`src/rtl/modpoly_reduce_if.sv`:
```
// Bus bundle for modpoly_reduce: start/busy/done handshake, the product RAM
// read port, and the result RAM write port.
interface modpoly_reduce_if #(
    parameter int COEF_W = 13,
    parameter int ADDR_W = 11
);
    logic              start;
    logic              busy;
    logic              done;
    logic [ADDR_W-1:0] read_address;
    logic [COEF_W-1:0] read_data;
    logic              write_enable;
    logic [ADDR_W-1:0] write_address;
    logic [COEF_W-1:0] write_data;

    modport master (
        output start,
        input  busy,
        input  done,
        input  read_address,
        output read_data,
        input  write_enable,
        input  write_address,
        input  write_data
    );

    modport slave (
        input  start,
        output busy,
        output done,
        output read_address,
        input  read_data,
        output write_enable,
        output write_address,
        output write_data
    );
endinterface

```
`src/rtl/modpoly_reduce.sv`:
```
// Reduces a 2P-1 coefficient product modulo x^P - x - 1 and each coefficient
// modulo Q, streaming one reduced coefficient out every two cycles.
module modpoly_reduce #(
    parameter int P      = 761,
    parameter int Q      = 4591,
    parameter int COEF_W = 13,
    parameter int ADDR_W = 11
) (
    input  logic                  clk,
    input  logic                  rst,
    modpoly_reduce_if.slave       bus
);
    typedef enum logic [1:0] {
        IDLE = 2'd0,
        LO   = 2'd1,
        HI   = 2'd2,
        FIN  = 2'd3
    } state_t;

    localparam logic [ADDR_W-1:0] LAST_IDX = ADDR_W'(P - 1);
    localparam logic [ADDR_W-1:0] PEN_IDX  = ADDR_W'(P - 2);
    localparam logic [ADDR_W-1:0] HI_BASE  = ADDR_W'(P);
    localparam logic [14:0]       Q1       = 15'(Q);
    localparam logic [14:0]       Q2       = 15'(2 * Q);

    // Sum of three values in [0,Q-1] lies below 3Q, so two conditional subtracts suffice.
    function automatic logic [COEF_W-1:0] mod_q3(input logic [14:0] s);
        logic [14:0] t;
        if (s >= Q2) begin
            t = s - Q2;
        end else if (s >= Q1) begin
            t = s - Q1;
        end else begin
            t = s;
        end
        return COEF_W'(t);
    endfunction

    state_t            state_q;
    logic [ADDR_W-1:0] i_q;
    logic [COEF_W-1:0] lo_q;
    logic [COEF_W-1:0] hi_prev_q;
    logic              busy_q;
    logic              done_q;
    logic              we_q;
    logic [ADDR_W-1:0] waddr_q;
    logic [COEF_W-1:0] wdata_q;

    logic [ADDR_W-1:0] raddr_s;
    logic [COEF_W-1:0] hi_s;
    logic [14:0]       sum_s;
    logic [COEF_W-1:0] red_s;

    // Product RAM address and high-half term; c[P+i] does not exist for i = P-1.
    always_comb begin
        raddr_s = '0;
        hi_s    = '0;
        case (state_q)
            LO: begin
                raddr_s = i_q;
            end
            HI: begin
                if (i_q <= PEN_IDX) begin
                    raddr_s = HI_BASE + i_q;
                    hi_s    = bus.read_data;
                end else begin
                    raddr_s = '0;
                    hi_s    = '0;
                end
            end
            default: begin
                raddr_s = '0;
            end
        endcase
    end

    assign sum_s = 15'(lo_q) + 15'(hi_s) + 15'(hi_prev_q);
    assign red_s = mod_q3(sum_s);

    // Sequencer: LO fetches c[i], HI fetches c[P+i] and emits r[i].
    always_ff @(posedge clk or posedge rst) begin
        if (rst) begin
            state_q   <= IDLE;
            i_q       <= '0;
            lo_q      <= '0;
            hi_prev_q <= '0;
            busy_q    <= 1'b0;
            done_q    <= 1'b0;
            we_q      <= 1'b0;
            waddr_q   <= '0;
            wdata_q   <= '0;
        end else begin
            we_q   <= 1'b0;
            done_q <= 1'b0;
            case (state_q)
                IDLE: begin
                    if (bus.start) begin
                        i_q       <= '0;
                        hi_prev_q <= '0;
                        busy_q    <= 1'b1;
                        state_q   <= LO;
                    end else begin
                        state_q   <= IDLE;
                    end
                end
                LO: begin
                    lo_q    <= bus.read_data;
                    state_q <= HI;
                end
                HI: begin
                    we_q      <= 1'b1;
                    waddr_q   <= i_q;
                    wdata_q   <= red_s;
                    hi_prev_q <= hi_s;
                    if (i_q == LAST_IDX) begin
                        state_q <= FIN;
                    end else begin
                        i_q     <= i_q + ADDR_W'(1);
                        state_q <= LO;
                    end
                end
                FIN: begin
                    done_q  <= 1'b1;
                    busy_q  <= 1'b0;
                    state_q <= IDLE;
                end
                default: begin
                    busy_q  <= 1'b0;
                    state_q <= IDLE;
                end
            endcase
        end
    end

    assign bus.read_address  = raddr_s;
    assign bus.busy          = busy_q;
    assign bus.done          = done_q;
    assign bus.write_enable  = we_q;
    assign bus.write_address = waddr_q;
    assign bus.write_data    = wdata_q;
endmodule

```
`src/flat_wrapper.sv`:
```
// flat-port wrapper written by rule: the top's interface ports become plain ports
module modpoly_reduce_flat 
#(
    parameter int P      = 761,
    parameter int Q      = 4591,
    parameter int COEF_W = 13,
    parameter int ADDR_W = 11
)
  (clk, rst, bus_start, bus_busy, bus_done, bus_read_address, bus_read_data, bus_write_enable, bus_write_address, bus_write_data);
  modpoly_reduce_if #(.COEF_W(COEF_W), .ADDR_W(ADDR_W)) bus_i ();
  input  logic clk;
  input  logic rst;
  input wire logic [$bits(bus_i.start)-1:0] bus_start;
  output wire logic [$bits(bus_i.busy)-1:0] bus_busy;
  output wire logic [$bits(bus_i.done)-1:0] bus_done;
  output wire logic [$bits(bus_i.read_address)-1:0] bus_read_address;
  input wire logic [$bits(bus_i.read_data)-1:0] bus_read_data;
  output wire logic [$bits(bus_i.write_enable)-1:0] bus_write_enable;
  output wire logic [$bits(bus_i.write_address)-1:0] bus_write_address;
  output wire logic [$bits(bus_i.write_data)-1:0] bus_write_data;
  assign bus_i.start = bus_start;
  assign bus_busy = bus_i.busy;
  assign bus_done = bus_i.done;
  assign bus_read_address = bus_i.read_address;
  assign bus_i.read_data = bus_read_data;
  assign bus_write_enable = bus_i.write_enable;
  assign bus_write_address = bus_i.write_address;
  assign bus_write_data = bus_i.write_data;
  modpoly_reduce #(.P(P), .Q(Q), .COEF_W(COEF_W), .ADDR_W(ADDR_W)) u_core (.clk(clk), .rst(rst), .bus(bus_i));
endmodule
```
`config.mk`:
```
export PLATFORM = sky130hd
export DESIGN_NAME = modpoly_reduce_flat
export DESIGN_NICKNAME = d
export VERILOG_FILES = /design/src/rtl/modpoly_reduce_if.sv /design/src/rtl/modpoly_reduce.sv /design/src/flat_wrapper.sv
export SDC_FILE = /design/constraint.sdc
export NUM_CORES = 1
export LEC_CHECK = 0
export ABC_AREA = 1
export CAP_MARGIN = 30
export CORE_ASPECT_RATIO = 1.1
export CORE_UTILIZATION = 50
export CTS_CLUSTER_SIZE = 8
export DETAILED_ROUTE_END_ITERATION = 8
export PLACE_DENSITY = 0.81
export SETUP_SLACK_MARGIN = 0.5
export SLEW_MARGIN = 40
export SYNTH_ARGS = -nofsm -noshare
export SYNTH_HDL_FRONTEND = slang
export SYNTH_SLANG_ARGS = --single-unit
```
`constraint.sdc`:
```
create_clock -name clk -period 5.5 [get_ports clk]
set_clock_uncertainty 0.1 [all_clocks]
set_input_delay 1.65 -clock clk [delete_from_list [all_inputs] [get_ports clk]]
set_output_delay 1.65 -clock clk [all_outputs]
set_load 0.01 [all_outputs]
```
# [Word-level counts from Yosys, hierarchy flattened]
# Cells that the tools add are included.
[classes] magnitude_cmp=3 reduce_logical=6 addsub=6 mux=18 n_eq_ne=6
[op_table] op="$mux 13" n=5
[op_table] op="$pmux 11 s2" n=2
[op_table] op="$mux 11" n=3
[op_table] op="$pmux 13 s2" n=1
[op_table] op="$add 14x13->15" n=1
[op_table] op="$ge 15x13->1 const B" n=1
[op_table] op="$ge 15x14->1 const B" n=1
[op_table] op="$add 13x13->14" n=1
[op_table] op="$sub 13x10->13 const B" n=1
[op_table] op="$sub 13x13->13 const B" n=1
[op_table] op="$add 10x11->11 const A" n=1
[op_table] op="$add 11x1->11 const B" n=1
[op_table] op="$eq 11x10->1 const B" n=1
[op_table] op="$le 11x10->1 const B" n=1
[op_table] op="$pmux 2 s4" n=1
[op_table] op="$eq 2x2->1 const B" n=2
[op_table] op="$mux 1" n=4
[op_table] op="$ne 2x2->1 const B" n=2
[op_table] op="$reduce_and 2->1" n=2
[op_table] op="$reduce_bool 2->1" n=2
[op_table] op="$reduce_and 3->1" n=1
[op_table] op="$eq 2x1->1 const B" n=1
[op_table] op="$logic_not 2->1" n=1
[op_table] op="$mux 2" n=1
[op_table] op="$pmux 1 s2" n=1
[totals] reg_bits=66 elab_cells=48

# [Depth between registers and ports, before layout]
# Gate-level depths: netlist of run 1.
[logic_depth] word_depth=8 depth_mapped=33 mapped_depth_nobuf=31

# [Least setup slack after synthesis of run 1]
# No wires, ideal clock.
[synth_path] path_kind="in2reg" from="input port bus_read_data[1]" to="register u_core.wdata_q[5] (netlist: u_core.bus.write_data[5])" required_ns=5.283 arrival_time_ns=4.399 setup_ns=0.117 cell_stages=22 path_slack_ns=0.884 cell_sequence="nand2_1 > fa_1 > inv_1 > ha_1 > fa_1 > ha_1 > inv_1 > nor2_4 > nand3_1 > nand2_2 > nand2_1 > nor2_2 > nand2_2 > nor2_1 > nor2_1 > nand2_2 > nand2_4 > buf_6 > nand3_1 > nand2_1 > nand2_1 > nand2_1"
[synth_via] elab_chain_cells=7 elab_cells_between_ends=10 classes_between="add/sub: 4; order compare: 2; mux: 4"
[synth_rtl] element="from (decl)" line="flat_wrapper.sv:17" source="input wire logic [$bits(bus_i.read_data)-1:0] bus_read_data;"
[synth_rtl] element="$mux 13 *" line="modpoly_reduce.sv:63" source="if (i_q <= PEN_IDX) begin"
[synth_rtl] element="$mux 13 *" line="modpoly_reduce.sv:58" source="case (state_q)"
[synth_rtl] element="$add 13x13->14 *" line="modpoly_reduce.sv:77" source="assign sum_s = 15'(lo_q) + 15'(hi_s) + 15'(hi_prev_q);"
[synth_rtl] element="$add 14x13->15 *" line="modpoly_reduce.sv:77"
[synth_rtl] element="$sub 13x13->13 / $ge 15x13->1 (equally long branches)" line="modpoly_reduce.sv:32, modpoly_reduce.sv:31"
[synth_rtl] element="$mux 13" line="modpoly_reduce.sv:31" source="end else if (s >= Q1) begin"
[synth_rtl] element="$mux 13 *" line="modpoly_reduce.sv:29" source="if (s >= Q2) begin"
[synth_rtl] element="to (signal assigned)" line="modpoly_reduce.sv:113" source="wdata_q <= red_s;"
[synth_rtl] element="to (decl)" line="modpoly_reduce.sv:47" source="logic [COEF_W-1:0] wdata_q;"
# Mark *: on every way between the ends. The rest lies on a longest branch, timed or not.
# A chain may end at the register's enable or synchronous reset.

# [Worst setup path in the final report of run 1]
[layout_path] from="input port bus_read_data[0]" to="register u_core.wdata_q[10] (netlist: u_core.bus.write_data[10])"
# Same word-level chain as after synthesis.

==> results of run 1 <==
==> per-layer routing <==
| metal | vias up | global-route usage [%] | wire length, um |
|---|---|---|---|
| met5 | - | 0 | 0 |
| met4 | 0 | 8.718 | 234 |
| met3 | 18 | 4.615 | 483 |
| met2 | 120 | 39.58 | 5863 |
| met1 | 2274 | 32.60 | 5890 |
| li1 | 2484 | - | - |
==> synthesized netlist by cell type, drive strengths merged (2+ instances only) <==
cell and n:
nand4 11, ha 21, xor2 14, o21bai 2, o21ai 25, fa 14, nand2 249, buf 6
nand3b 3, clkbuf 12, mux2 8, dfrtp 66, nor3 6, a31oi 2, nand3 71, o211ai 2
o31ai 3, inv 108, a21oi 40, nor2 81
==> registers in the layout (all words and copies together), names as in the netlist <==
name and flops:
u_core.bus.done 1, u_core.lo_q 13, u_core.bus.write_enable 1, u_core.bus.write_data 13, u_core.state_q 2, u_core.hi_prev_q 13
u_core.bus.busy 1, u_core.bus.write_address 11, u_core.i_q 11
==> kinds of logic (layout without fill, tap and decap cells) <==
kind of cell | count (synthesis) | count (layout) | share of synthesized area (%)
simple gates | 423 | 424 | 35.97
buf+inv | 127 | 192 | 9.642
compound gates | 75 | 75 | 7.959
flops | 66 | 66 | 31.74
fa+ha+maj | 35 | 35 | 10.44
xor+xnor | 15 | 15 | 2.525
mux | 8 | 8 | 1.731
==> critical path: cells and delay by family <==
kind,cells,cell delay (ns)
buf+inv,4,0.61
compound gates,1,0.15
simple gates,13,1.18
fa+ha+maj,4,1.35
==> power breakdown <==
part | switching [mW] | total (mW) | internal (mW)
Combinational | 0.0920 | 0.158 | 0.0658
Sequential | 0.00766 | 0.507 | 0.499
Clock | 0.198 | 0.383 | 0.186
Total | 0.297 | 1.05 | 0.750
==> per-stage QoR <==
step	cells	cell area (um^2)	util, %	hold WS, ns
floorplan	749	5204	-	0.3916
global placement	913	5859	58.68	0.3631
detailed placement	913	5862	58.71	0.3666
CTS	928	6041	60.50	0.3856
global route	935	6207	62.17	0.4065
finish	935	6207	62.17	0.3813
==> path summary, 6_finish.rpt <==
path	from	end	slack [ns]
max	bus_read_data[0]	u_core.bus.write_data[10]$_DFFE_PP0P_	0.70
min	u_core.bus.write_data[6]$_DFFE_PP0P_	u_core.bus.write_data[6]$_DFFE_PP0P_	0.38
max reg2reg	u_core.i_q[6]$_DFFE_PP0P_	u_core.bus.write_data[10]$_DFFE_PP0P_	0.82
min reg2reg	u_core.bus.write_data[6]$_DFFE_PP0P_	u_core.bus.write_data[6]$_DFFE_PP0P_	0.38
max in group asynchronous	rst	u_core.i_q[10]$_DFFE_PP0P_	2.97
min in group asynchronous	rst	u_core.bus.write_enable$_DFF_PP0_	1.59
==> timing repair <==
item                                    CTS  global route
endpoints found under the setup margin    0            13
gates resized for setup                   0            27
buffers inserted                          0             6
==> layout make-up <==
cell class | instances | area (um^2) | share of cell area (%)
Clock inverter | 4 | 27.53 | 0.4435
Inverter | 109 | 411.6 | 6.632
Sequential cell | 66 | 1654 | 26.65
Clock buffer | 11 | 151.4 | 2.439
Multi-Input combinational cell | 557 | 3163 | 50.96
Timing Repair Buffer | 68 | 649.4 | 10.46
Tap cell | 120 | 150.1 | 2.419
==> results by group, run 1 <==
Layout
  – # fillers: roughly 930
  – Most frequent cells in the layout: 228 x nand2_1, 101 x inv_1, 68 x nor2_1, 64 x dfrtp_1, 61 x nand3_1
  – Layout cell share with drive strength beyond 1: 12.88%
  – Commonest non-fill, non-tap cell in the layout: nand2_1
  – Area grow syn2layout: 19.28%
  – Final #Nets: 862
  – Ant. Diodes: 0

Synth
  – Cell variety after synth: 35
  – Mapped Area: 5204 um^2
  – Sequential area share after synthesis: approximately a third
  – YS warnings: 0
  – Top-area cell type share of the netlist area: approximately a third
  – Post-synthesis sequential element count: 66
  – Post-Syn Instances: 749
  – FFs w/ async S/R, synth: 100.0%
  – Syn Area/Cell: 6.948 um^2
  – Yosys top cell by area: dfrtp_1
  – Post-synth EDFFs: 0
  – Synth Flop Type: dfrtp_1
  – Synth top area cells: dfrtp_1 32%, nand2_1 17%, inv_1 7.4%
  – Syn_nets: 800

STA
  – Setup tns final: 0 ns
  – Final setup fails: 0
  – Fmax: 0.2082 GHz
  – Min cycle time layout: 4.802 ns
  – Unrepaired setup endpoints after global routing: no
  – Slew margin rel.: 64.98%
  – Final Hold Fails: 0
  – Max-slew violation count: 0
  – Worst Max-Slew Pin Slew: around 0.53 ns
  – Final worst-path cycle share: 87.31%
  – Worst setup margin: about 0.70 ns

Global route
  – Initial antenna violation count: 0
  – Vias in the first global route: 4657
  – Largest net degree at the start of global routing: 43
  – Total grt overflow: 0
  – First-pass GRT wire length: 21000 um
  – All-Layer GR Usage: between 20% and 30%

Pwr
  – Worst-case vdd ir drop: 0.1416 mV
  – Pwr Density: 168.8 nW/um^2
  – Tot Pwr: roughly 1.0 mW
  – Leak pwr: 3.237 nW

Clocking
  – Clock sink total: 66
  – Maximum clock path buffer count: 2
  – CTS tree: done
  – Hold-fix buffers at CTS: 0
  – CTS H-tree lvls: 3
  – CTS Buf Count: 9
  – CTS root buf: clkbuf_8
  – Clk_lat worst skew: 0.35 ns
  – Clock Pin Slew Worst Setup and Hold Paths: ~0.070 ns

Drt
  – DRT Wirelength: about 12000 um
  – DR iter-0 viols: 296
  – DR vias: 4896
  – Vias per cell: 5.236
  – Post-route antenna net violation count: 0
  – First drt pass iteration count: 5
  – WL/cell: 13.34 um
  – Remaining DRCs: 0

Critical path
  – CP max stage delay: 0.59 ns
  – Worst Setup End Kind: register
  – Crit path max fanout: 8
  – Worst endpoint required time: 5.65 ns
  – Critical setup path kind: input pin to register
  – Worst path cell trace: clkdlybuf4s50_1, inv_1, nor2_1, fa_1, ha_4, fa_2, ha_4, inv_1, nor2_4, nand3_2, nand2_2, nand2_1, nor2_4, nand2_2, nor2_2, nor2_1, nand2_2, nand2_8, o21bai_1, inv_1, nand2_1, nand2_1
  – Slowest stage cell, crit path: fa_2
  – Worst reg2reg path depth: 27
  – Startpoint Class: input pin
  – Crit path DAT: 4.95 ns

Floorplanning
  – Core area: roughly 10000 um^2
  – Die Ht: 109.0 um
  – Initial Util: 52.12%
  – Io pins: 54
  – Die Area: roughly 11000 um^2
  – Cell Rows: 38
  – Die W: 99.27 um

Placed design
  – Placer Congestion: 0.9288
  – Worst slack at placement: 0.1447 ns
  – HPWL Detailed: about 9400 um
  – I/O Buffers: 53

Outcome
  – Status: complete, no violations

Job
  – Max Cap Viol: 0

Worst hold path
  – HP Class: register to register
  – Hold path depth: 2
No activity file was read; power rests on OpenSTA's default activity.
==> run 2, diff against run 1 <==
--- a/config.mk
+++ b/config.mk
@@ -8,10 +8,10 @@
 export ABC_AREA = 1
 export CAP_MARGIN = 30
 export CORE_ASPECT_RATIO = 1.1
-export CORE_UTILIZATION = 50
+export CORE_UTILIZATION = 40
 export CTS_CLUSTER_SIZE = 8
 export DETAILED_ROUTE_END_ITERATION = 8
-export PLACE_DENSITY = 0.81
+export PLACE_DENSITY = 0.68
 export SETUP_SLACK_MARGIN = 0.5
 export SLEW_MARGIN = 40
 export SYNTH_ARGS = -nofsm -noshare
==> results by group, run 2 (synthesized netlist as in run 1, its figures left out) <==
Critical path
  – Crit path DAT: 4.94 ns
  – Startpoint Class: input pin
  – FF-to-FF Start: u_core.i_q[5]$_DFFE_PP0P_
  – Worst reg2reg path endpoint: u_core.bus.write_data[9]$_DFFE_PP0P_
  – R2r setup slk: 0.79 ns
  – Crit path max fanout: 8
  – Worst reg2reg path depth: 27
  – Worst Setup End Kind: register
  – Worst endpoint required time: ~5.6 ns
  – Critical setup path kind: input pin to register

Layout
  – Area occupied by multi-input gates: between 3000 and 4000 um^2
  – Commonest non-fill, non-tap cell in the layout: nand2_1
  – Most frequent cells in the layout: 230 x nand2_1, 101 x inv_1, 69 x nor2_1, 66 x dfrtp_1, 63 x nand3_1
  – Area grow syn2layout: 22.51%
  – Layout cell share with drive strength beyond 1: 12.39%
  – Final Core Density: 50.42%
  – Final #Nets: 861
  – # fillers: 1230
  – Ant. Diodes: 0
  – Register area: 1652 um^2

Worst hold path
  – Hold wc startpoint: u_core.bus.write_data[4]$_DFFE_PP0P_
  – Hold path depth: 2
  – Hold path endpoint: u_core.bus.write_data[4]$_DFFE_PP0P_
  – HP Class: register to register

Global route
  – Initial antenna violation count: 0
  – Largest net degree at the start of global routing: 38
  – Vias in the first global route: 4689
  – Total grt overflow: 0
  – All-Layer GR Usage: 19.54%
  – First-pass GRT wire length: approximately 21000 um

Clocking
  – Clock Pin Slew Worst Setup and Hold Paths: 0.06 ns
  – Maximum clock path buffer count: 2
  – CTS tree: done
  – Hold-fix buffers at CTS: 0
  – CTS root buf: clkbuf_16
  – Clk_lat worst skew: 0.35 ns
  – Clock sink total: 66
  – CTS H-tree lvls: 3
  – CTS Buf Count: 9

Floorplanning
  – Cell Rows: 43
  – Initial Util: 41.16%
  – Die W: about 110 um
  – Core area: 12640 um^2
  – Die Area: 13470 um^2
  – Die Ht: approximately 120 um
  – Io pins: 54

Job
  – Max Cap Viol: 0

Pwr
  – Worst-case vdd ir drop: 0.1285 mV
  – Pwr Density: just under 200 nW/um^2
  – Leak pwr: 3.279 nW

STA
  – Final worst-path cycle share: between 80 and 90%
  – Fmax: approximately 0.21 GHz
  – Unrepaired setup endpoints after global routing: yes
  – Final Hold Fails: 0
  – Worst Max-Slew Pin Slew: ~0.6 ns
  – Final setup fails: 0
  – Slew margin rel.: 60.10%
  – Max-slew violation count: 0
  – Min cycle time layout: ~4.8 ns
  – Setup tns final: 0 ns

Placed design
  – HPWL Detailed: roughly 9400 um
  – Placer Congestion: between 0.9 and 1
  – I/O Buffers: 53

Drt
  – Vias per cell: 4.973
  – First drt pass iteration count: 5
  – WL/cell: roughly 13 um
  – DRT Wirelength: 12420 um
  – DR vias: 4834
  – DR iter-0 viols: 223
  – Post-route antenna net violation count: 0
  – Remaining DRCs: 0

Outcome
  – Status: complete, no violations
-- run 2: metal layers --
metal | track usage (%) | wire length (um)
met1 | 23.88 | 5667
met2 | 33.73 | 6043
met3 | 3.582 | 413
met4 | 8.750 | 300
met5 | 0 | 0
-- run 2: area by class of cell --
class	instances	area share (%)
inverters	109	6.438
flip-flops and latches	66	25.91
well taps	157	3.081
clock buffers	10	3.749
clock inverters	6	1.001
multi-input cells	557	49.81
repair buffers	67	10.01
-- run 2: worst max-delay path, stage by stage --
cell,delay [ns]
clkdlybuf4s50_1,0.43
inv_1,0.09
nor2_1,0.08
fa_2,0.38
ha_4,0.19
fa_2,0.61
ha_4,0.15
inv_1,0.06
nor2_4,0.13
nand3_1,0.10
nand2_2,0.08
nand2_1,0.09
nor2_4,0.12
nand2_2,0.08
nor2_1,0.13
nor2_2,0.07
nand2_4,0.12
nand2_8,0.10
nand3_1,0.11
nand2_1,0.06
nand2_1,0.07
nand2_1,0.05
-- run 2: worst max path at each step --
stage / from / endpoint
6_report: bus_read_data[0] / u_core.bus.write_data[9]$_DFFE_PP0P_
5_1_grt: bus_read_data[7] / u_core.bus.write_data[10]$_DFFE_PP0P_
4_1_cts: bus_read_data[2] / u_core.bus.write_data[10]$_DFFE_PP0P_
3_5_place_dp: bus_read_data[1] / u_core.bus.write_data[10]$_DFFE_PP0P_
3_3_place_gp: bus_read_data[1] / u_core.bus.write_data[10]$_DFFE_PP0P_
2_1_floorplan: bus_read_data[1] / u_core.bus.write_data[5]$_DFFE_PP0P_
-- run 2: repair_timing --
item | CTS | global route
setup buffers | 2 | 1
gates resized for setup | 6 | 20
pin swaps | 5 | 8
endpoints found under the hold margin | 0 | 0
setup endpoints to repair | 10 | 13
cloned | 0 | 1
-- run 2: power breakdown --
part | switching, mW | leakage, nW | internal, mW
Combinational | 0.0914 | 2.35 | 0.0653
Clock | 0.226 | 0.145 | 0.363
Sequential | 0.00770 | 0.783 | 0.500
-- run 2: through the flow --
stage               cells  instance area (um^2)  power [mW]  hold WS (ns)  worst slack, ns
finish                972                  6375       1.253        0.3742           0.7007
global route          972                  6375       1.313        0.3957           0.4821
CTS                   970                  6259       1.265        0.3811           0.6051
detailed placement    952                  5921      0.6683        0.3650          0.02893
global placement      952                  5921      0.6670        0.3636          0.08368
floorplan             749                  5204      0.6142        0.3916           0.8842
==> run 3, diff against run 2 <==
--- a/config.mk
+++ b/config.mk
@@ -8,10 +8,11 @@
 export ABC_AREA = 1
 export CAP_MARGIN = 30
 export CORE_ASPECT_RATIO = 1.1
-export CORE_UTILIZATION = 40
+export CORE_UTILIZATION = 60
+export CTS_BUF_LIST = sky130_fd_sc_hd__clkbuf_8
 export CTS_CLUSTER_SIZE = 8
 export DETAILED_ROUTE_END_ITERATION = 8
-export PLACE_DENSITY = 0.68
+export PLACE_DENSITY = 0.92
 export SETUP_SLACK_MARGIN = 0.5
 export SLEW_MARGIN = 40
 export SYNTH_ARGS = -nofsm -noshare
==> results by group, run 3 (synthesized netlist as in run 1, its figures left out) <==
Critical path
  – Critical setup path kind: input pin to register
  – Worst endpoint required time: 5.65 ns
  – Crit path DAT: 5.01 ns
  – Worst reg2reg path endpoint: u_core.bus.write_data[9]$_DFFE_PP0P_
  – Startpoint Class: input pin
  – FF-to-FF Start: u_core.i_q[0]$_DFFE_PP0P_
  – Crit path max fanout: 9
  – Worst reg2reg path depth: 29
  – Worst Setup End Kind: register
  – R2r setup slk: 0.78 ns

Pwr
  – Internal: 825.6 uW
  – Gate power share: around 14%
  – Flop pwr share: 44.1%
  – Leak pwr: 3.284 nW
  – Clock power frac: 41.8%
  – P_sw: 324.5 uW
  – Worst-case vdd ir drop: 0.1512 mV
  – Sw Share: 28.22%
  – Pwr Density: 181.5 nW/um^2

Clocking
  – Hold-fix buffers at CTS: 0
  – Clk_lat worst skew: 0.36 ns
  – Clock sink total: 66
  – CTS tree: done
  – CTS Buf Count: 9
  – Maximum clock path buffer count: 2
  – CTS root buf: clkbuf_8
  – CTS H-tree lvls: 3
  – Clock Pin Slew Worst Setup and Hold Paths: 0.09 ns

Layout
  – Final #Nets: 870
  – Most frequent cells in the layout: 226 x nand2_1, 101 x inv_1, 65 x nand3_1, 65 x dfrtp_1, 64 x nor2_1
  – Layout cell share with drive strength beyond 1: between 10% and 20%
  – Commonest non-fill, non-tap cell in the layout: nand2_1
  – Register area: 1653 um^2
  – Area grow syn2layout: 21.78%
  – Ant. Diodes: 0
  – # fillers: 605
  – Area occupied by multi-input gates: 3187 um^2
  – Final Instance Area: 6337 um^2

STA
  – Unrepaired setup endpoints after global routing: no
  – Slew margin rel.: 60.58%
  – Worst Max-Slew Pin Slew: 0.5913 ns
  – Max-slew violation count: 0
  – Fmax: 0.2061 GHz
  – Setup tns final: 0 ns
  – Final setup fails: 0
  – Final Hold Fails: 0
  – Min cycle time layout: 4.852 ns
  – Final worst-path cycle share: about nine tenths

Drt
  – Remaining DRCs: 0
  – DRT Wirelength: approximately 14000 um
  – DR vias: 5210
  – First drt pass iteration count: 5
  – Post-route antenna net violation count: 0
  – Vias per cell: about 5.6
  – WL/cell: ~15 um
  – DR iter-0 viols: 440

Global route
  – Total grt overflow: 0
  – First-pass GRT wire length: 22470 um
  – All-Layer GR Usage: a little under a third
  – Vias in the first global route: 5003
  – Initial antenna violation count: 0
  – Largest net degree at the start of global routing: 49

Worst hold path
  – Hold path depth: 2
  – Hold path endpoint: u_core.bus.write_data[6]$_DFFE_PP0P_
  – Hold wc startpoint: u_core.bus.write_data[6]$_DFFE_PP0P_
  – HP Class: register to register

Outcome
  – Status: complete, no violations

Job
  – Max Cap Viol: 0

Placed design
  – I/O Buffers: 53
  – Area after DPL: 5851 um^2
  – Placer Congestion: roughly 0.95
  – HPWL Detailed: between 9000 and 10000 um

Floorplanning
  – Die Ht: 99.68 um
  – Initial Util: 61.89%
  – Cell Rows: 35
  – Core area: around 8400 um^2
  – Io pins: 54
  – Die Area: between 9000 and 10000 um^2
  – Die W: 90.80 um
## run 3: repair_timing
item / 4_1_cts / 5_1_grt
setup endpoints to repair: 11 / 13
pin swaps: 2 / 11
resized for setup: 5 / 38
buffers inserted: 0 / 14
gates cloned: 1 / 0
## run 3: routing by layer
metal | up-vias | wire, um | track usage (%)
met5 | - | 0 | 0
met4 | 0 | 537 | 13.80
met3 | 55 | 876 | 5.428
met2 | 246 | 6599 | 51.52
met1 | 2411 | 5604 | 38.57
li1 | 2498 | - | -
## run 3: how the worst max path moves through the flow
stage                                            end             start  depth (start not counted)
2_1_floorplan   u_core.bus.write_data[5]$_DFFE_PP0P_  bus_read_data[1]                         22
3_3_place_gp    u_core.bus.write_data[9]$_DFFE_PP0P_  bus_read_data[1]                         21
3_5_place_dp    u_core.bus.write_data[2]$_DFFE_PP0P_  bus_read_data[1]                         21
4_1_cts         u_core.bus.write_data[2]$_DFFE_PP0P_  bus_read_data[1]                         21
5_1_grt        u_core.bus.write_data[12]$_DFFE_PP0P_  bus_read_data[2]                         20
6_report        u_core.bus.write_data[9]$_DFFE_PP0P_  bus_read_data[2]                         22
## run 3: power groups by stage
| stage | sequential (mW) | clock, mW | combinational, mW |
|---|---|---|---|
| 2_1_floorplan | 0.520 | 0 | 0.0943 |
| 3_3_place_gp | 0.515 | 0 | 0.148 |
| 3_5_place_dp | 0.516 | 0 | 0.151 |
| 4_1_cts | 0.507 | 0.483 | 0.154 |
| 5_1_grt | 0.509 | 0.502 | 0.182 |
| 6_report | 0.507 | 0.480 | 0.163 |
## run 3: layout make-up
cell class / count / share of cell area (%)
Clock buffer: 9 / 1.955
Clock inverter: 7 / 1.599
Inverter: 109 / 6.575
Multi-Input combinational cell: 557 / 50.29
Sequential cell: 66 / 26.08
Tap cell: 111 / 2.192
Timing Repair Buffer: 76 / 11.31
## run 3: worst max-delay path, cell delays in order
cell             delay, ns
clkdlybuf4s50_1       0.45
inv_1                 0.08
nor2_4                0.12
fa_2                  0.47
fa_2                  0.67
ha_4                  0.17
inv_1                 0.07
nor2_4                0.12
nand3_1               0.10
nand2_2               0.09
nand2_2               0.07
nor2_4                0.13
nand2_2               0.08
nor2_2                0.09
nor2_1                0.06
nand2_2               0.12
nand2_8               0.09
buf_6                 0.15
nand3_1               0.07
nand2_1               0.06
nand2_1               0.05
nand2_1               0.04
## run 3: stage by stage
stage	setup slack [ns]	util [%]	cells	total power [mW]	hold slack [ns]
floorplan	0.8842	-	749	0.6142	0.3916
global placement	0.2297	69.55	904	0.6631	0.3619
detailed placement	0.1113	69.58	904	0.6677	0.3689
CTS	0.5114	72.59	921	1.145	0.3929
global route	0.4115	75.37	935	1.193	0.4147
finish	0.6478	75.37	935	1.150	0.3884
